--- src/rtl/phase_scheduler.sv ---
// One-hot phase sequencer: HALT -> FETCH -> DECODE -> EXECUTE -> MEMORY -> WRITEBACK.
// Define ROCKWAVE_INSTRET_EN to build the retired-instruction counter; otherwise instret is tied to 0.
//
//  state     | meaning
//  ----------+-----------------------------------------------
//  HALT      | parked, waiting for run_req without halt_req
//  FETCH     | fetch stage enabled, holds while stall_fetch
//  DECODE    | decode stage enabled, holds while stall_decode
//  EXECUTE   | execute stage enabled, holds while stall_execute
//  MEMORY    | memory stage enabled, holds while stall_memory
//  WRITEBACK | writeback enabled; completion picks FETCH or HALT
module phase_scheduler #(
    parameter int CNTLEN = 64
) (
    input  logic              clk,
    input  logic              rst,
    input  logic              run_req,
    input  logic              halt_req,
    input  logic              stall_fetch,
    input  logic              stall_decode,
    input  logic              stall_execute,
    input  logic              stall_memory,
    input  logic              stall_writeback,
    output logic              phase_fetch,
    output logic              phase_decode,
    output logic              phase_execute,
    output logic              phase_memory,
    output logic              phase_writeback,
    output logic              halted,
    output logic              retire,
    output logic [CNTLEN-1:0] instret
);

    typedef enum logic [5:0] {
        S_HALT      = 6'b000001,
        S_FETCH     = 6'b000010,
        S_DECODE    = 6'b000100,
        S_EXECUTE   = 6'b001000,
        S_MEMORY    = 6'b010000,
        S_WRITEBACK = 6'b100000
    } state_t;

    state_t state_q, state_d;
    logic   halt_pending_q, halt_pending_d;
    logic   retire_q, retire_d;
    logic   complete;

    always_ff @(posedge clk or posedge rst) begin
        if (rst) begin
            state_q        <= S_HALT;
            halt_pending_q <= 1'b0;
            retire_q       <= 1'b0;
        end else begin
            state_q        <= state_d;
            halt_pending_q <= halt_pending_d;
            retire_q       <= retire_d;
        end
    end

    always_comb begin
        state_d  = state_q;
        complete = 1'b0;
        case (state_q)
            S_HALT:      if (run_req && !halt_req) state_d = S_FETCH;
            S_FETCH:     if (!stall_fetch)         state_d = S_DECODE;
            S_DECODE:    if (!stall_decode)        state_d = S_EXECUTE;
            S_EXECUTE:   if (!stall_execute)       state_d = S_MEMORY;
            S_MEMORY:    if (!stall_memory)        state_d = S_WRITEBACK;
            S_WRITEBACK: begin
                if (!stall_writeback) begin
                    complete = 1'b1;
                    state_d  = (halt_pending_q || halt_req) ? S_HALT : S_FETCH;
                end
            end
            default:     state_d = S_HALT;
        endcase

        // Leaving HALT requires halt_req=0, so a request seen in HALT never sets the flag.
        halt_pending_d = halt_pending_q;
        if (state_d == S_HALT)
            halt_pending_d = 1'b0;
        else if (halt_req)
            halt_pending_d = 1'b1;

        retire_d = complete;
    end

    assign phase_fetch     = (state_q == S_FETCH);
    assign phase_decode    = (state_q == S_DECODE);
    assign phase_execute   = (state_q == S_EXECUTE);
    assign phase_memory    = (state_q == S_MEMORY);
    assign phase_writeback = (state_q == S_WRITEBACK);
    assign halted          = (state_q == S_HALT);
    assign retire          = retire_q;

`ifdef ROCKWAVE_INSTRET_EN
    logic [CNTLEN-1:0] instret_q;

    always_ff @(posedge clk or posedge rst) begin
        if (rst)
            instret_q <= '0;
        else if (complete)
            instret_q <= instret_q + CNTLEN'(1);
    end

    assign instret = instret_q;
`else
    assign instret = '0;
`endif

endmodule

--- config.mk ---
export PLATFORM = sky130hd
export DESIGN_NAME = phase_scheduler
export DESIGN_NICKNAME = d
export VERILOG_FILES = /design/src/rtl/phase_scheduler.sv
export SDC_FILE = /design/constraint.sdc
export NUM_CORES = 1
export LEC_CHECK = 0
export CORE_MARGIN = 2
export CORE_UTILIZATION = 70
export CTS_BUF_LIST = sky130_fd_sc_hd__clkbuf_8
export DETAILED_ROUTE_END_ITERATION = 12
export DONT_BUFFER_PORTS = 1
export PLACE_DENSITY = 0.9
export SYNTH_ARGS = -nofsm -noshare
export SYNTH_HDL_FRONTEND = slang
export SYNTH_SLANG_ARGS = --single-unit
--- constraint.sdc ---
create_clock -name clk -period 2.4 [get_ports clk]
set_input_delay 0.48 -clock clk [delete_from_list [all_inputs] [get_ports clk]]
set_output_delay 0.48 -clock clk [all_outputs]
set_load 0.005 [all_outputs]
==> results.md, run 1 <==
* Status: stopped before the end
* Last stage: global placement without I/O
* First error: [ERROR GPL-0301] Utilization 101.726 % exceeds 100%.
* Top cell type by total area after synthesis: buf_4
* Post-synth EDFFs at 0
* Mean Syn Cell Area at 8.02 sq um
* Die height at 42.6 microns
* Synth Warn # at 0
* Synthesized area at 1040 sq um
* Seq/Total Area, Yosys at 19.3%
* Count leader, synth: buf_4
* Synthesized instance count at 130
* Share of the synthesized area in the top cell type at 46.8%
* #FFs+latches synth at 8
* # rows at 13
* Async SR Flop Fraction at 100%
* Die X at between 40 and 50 microns
* Main synth FF type: dfrtp_1
* Synth unique cells at 31
* Initial core utilization at about 77%
* Area contributors post-synth: buf_4 (47%), dfrtp_1 (17%), o21ai_0 (2.9%)
* Post-synth top cells: buf_4 (65), dfrtp_1 (7), inv_1 (7), nor2_1 (7), o21ai_0 (6)
## logic make-up after synthesis
group,count (synthesis),synth area share [%]
buffers and inverters,76,51.7
XOR/XNOR,2,1.68
AND/OR/NAND/NOR,24,14.9
other,1,0.360
flip-flops,8,19.3
AO/OA/AOI/OAI,19,12.0
==> run 2: changes to the inputs <==
CORE_AREA = 2 2 63 65   (was unset)
CORE_MARGIN = unset   (was 2)
CORE_UTILIZATION = unset   (was 70)
CTS_BUF_LIST = unset   (was sky130_fd_sc_hd__clkbuf_8)
DIE_AREA = 0 0 65 67   (was unset)
PLACE_DENSITY = unset   (was 0.9)
PLACE_DENSITY_LB_ADDON = 0.15   (was unset)
==> results.md, run 2 <==
* Post-CTS resize count at 0
* Setup WS pre-CTS at around 0.6 ns
* Global-route wire length before repair at 2.28 mm
* Drt drc at 0
* Async SR Flop Fraction at 100%
* # rows at 22
* Period utilization at 85.5%
* Count leader, synth: buf_4
* Adder-cell area share of the yosys netlist at 0%
* Mean Syn Cell Area at ~8.0 sq um
* Total iterations of the first detailed-routing run at 4
* Root cell of the clock tree: clkbuf_8
* Initial antenna violation count at 0
* RSZ-0062 raised after global routing: false
* Leak at 0.473 nW
* Worst-Margin Slew at 0.601 ns
* Max reg flops at 6
* Synth Warn # at 0
* Most frequent cells in the layout: conb_1 (64), nor2_1 (7), inv_1 (7), dfrtp_1 (7), o21ai_0 (6)
* TritonCTS Buffers at 3
* Routability Congestion at 0.748
* Total power at 447 uW
* CP Class: reg -> out
* Reg2Reg Depth at 4
* Share of the synthesized area in the top cell type at 46.8%
* Final Skew at approximately 0.0017 ns
* Post-DP Area at 826 sq um
* Synthesized instance count at 130
* WL per Instance at 9.35 microns
* Max-cap violation count at 0
* GRT Util Overall at under 10%
* Clock Latency Late Sink at 0.23 ns
* P&R area growth vs syn at -16.4%
* Post-synth EDFFs at 0
* Clk sinks at 8
* Layout cells sized above 1 at 6.25%
* Hold buffer count at cts at 0
* Die height at between 60 and 70 microns
* RR Startpoint: state_q[4]$_DFF_PP0_
* Post-route setup TNS at 0 ns
* Initial drt markers at 39
* Routed WL at between 1.5 and 2 mm
* Worst path arrival time at ~1.6 ns
* Synth Area in Compound Gates at 12.0%
* CP required at about 1.9 ns
* Pin count of the biggest net entering global routing at 11
* PD cells at 513 nW/um^2
* # nets final at 138
* Vias in the first global route at 467
* Core area at 3610 sq um
* Ports at 80
* Largest family of logic cells by synthesized area: buffers and inverters
* CTS tree: done
* Cell area after layout at 871 sq um
* Crit Path Max Fanout at 10
* R2r endpoint: state_q[0]$_DFF_PP1_
* Area contributors post-synth: buf_4 (47%), dfrtp_1 (17%), o21ai_0 (2.9%)
* Die X at 65 microns
* GRT overflow at 0
* Post-DRT Antenna Nets at 0
* Die footprint at 4360 sq um
* Maximum VDD drop at 119 uV
* Tightest Hold Check Type: in -> async
* Post-synth top cells: buf_4 (65), dfrtp_1 (7), inv_1 (7), nor2_1 (7), o21ai_0 (6)
* Endpoints failing setup at 0
* Worst-case register-to-register setup slack at 0.70 ns
* H-tree Lvls at 1
* Via/cell ratio at around 3.6
* Fin crit period at 2.05 ns
* Setup Fix Bufs, Post-CTS at 0
* # diodes at 0
* #FFs+latches synth at 8
* Hold slack at 0.0848 ns
* Synth unique cells at 31
* Synth Area in XOR/XNOR at about 1.7%
* Seq/Total Area, Yosys at 19.3%
* Slew Viols, Final at 0
* Reg clk slew, reported paths at 0.04 ns
* Final WS setup at 0.347 ns
* Rel. slew slack at 59.8%
* Synthesized-area fraction occupied by and/or/nand/nor cells at 14.9%
* CTS max path bufs at 2
* Initial core utilization at between 20% and 30%
* Crit start category: flop
* Commonest non-fill, non-tap cell in the layout: conb_1
* Status: finished clean
* Hold Fails Final Rpt at 0
* Most flops, register: state_q
* Mux contribution to synthesized area at 0%
* Number of port buffers at 0
* Main synth FF type: dfrtp_1
* Detail Placement HPWL at 1.36 mm
* Synthesized area at around 1000 sq um
* Top cell type by total area after synthesis: buf_4
* Crit. End Element: primary output
* Max Clk Rate at 487 MHz
* Via Count at 628
==> run 2: cell counts after synthesis <==
No cell type changed its count.
==> run 2: metal layers <==
metal / track usage (%) / up-vias / routed length, microns
met3: 2.36 / 2 / 269
met1: 7.95 / 281 / 570
met5: 0 / - / 0
li1: - / 289 / -
met2: 11.7 / 56 / 799
met4: 2.39 / 0 / 6
==> run 2: critical path, cell delays in order (launching register included) <==
cell	delay [ns]
dfrtp_1	0.48
or4_4	0.60
nor3b_4	0.27
==> run 2: power by group <==
part	total (mW)	internal [mW]	switching, mW
logic	0.104	0.0377	0.0667
clock network	0.170	0.115	0.0545
registers	0.173	0.151	0.0218
==> run 2: worst max-delay path by stage <==
stage / start / end / slack (ns) / depth (start not counted)
4_1_cts: state_q[5]$_DFF_PP0_ / phase_fetch / 0.35 / 2
5_1_grt: state_q[5]$_DFF_PP0_ / phase_fetch / 0.28 / 2
2_1_floorplan: state_q[5]$_DFF_PP0_ / phase_fetch / 0.64 / 3
6_report: state_q[4]$_DFF_PP0_ / phase_fetch / 0.35 / 2
3_3_place_gp: state_q[1]$_DFF_PP0_ / phase_execute / 0.61 / 2
3_5_place_dp: state_q[5]$_DFF_PP0_ / phase_fetch / 0.59 / 2
==> run 2: metrics by stage <==
stage          util [%]  std cells
2_1_floorplan         -        193
3_3_place_gp       22.9        172
3_5_place_dp       22.9        172
4_1_cts            24.1        176
5_1_grt            24.1        176
6_report           24.1        176
==> run 2: cells by family after synthesis <==
logic type | after synthesis
AO/OA/AOI/OAI | 19
XOR/XNOR | 2
buffers and inverters | 76
flip-flops | 8
other | 1
AND/OR/NAND/NOR | 24
==> run 2: area by class of cell <==
type | instances | area [sq um]
Tap cell | 48 | 60.1
Multi-Input combinational cell | 109 | 538
Inverter | 7 | 26.3
Clock buffer | 4 | 45.0
Fill cell | 395 | 2740
Sequential cell | 8 | 201
(Power assumes the default switching activity.)
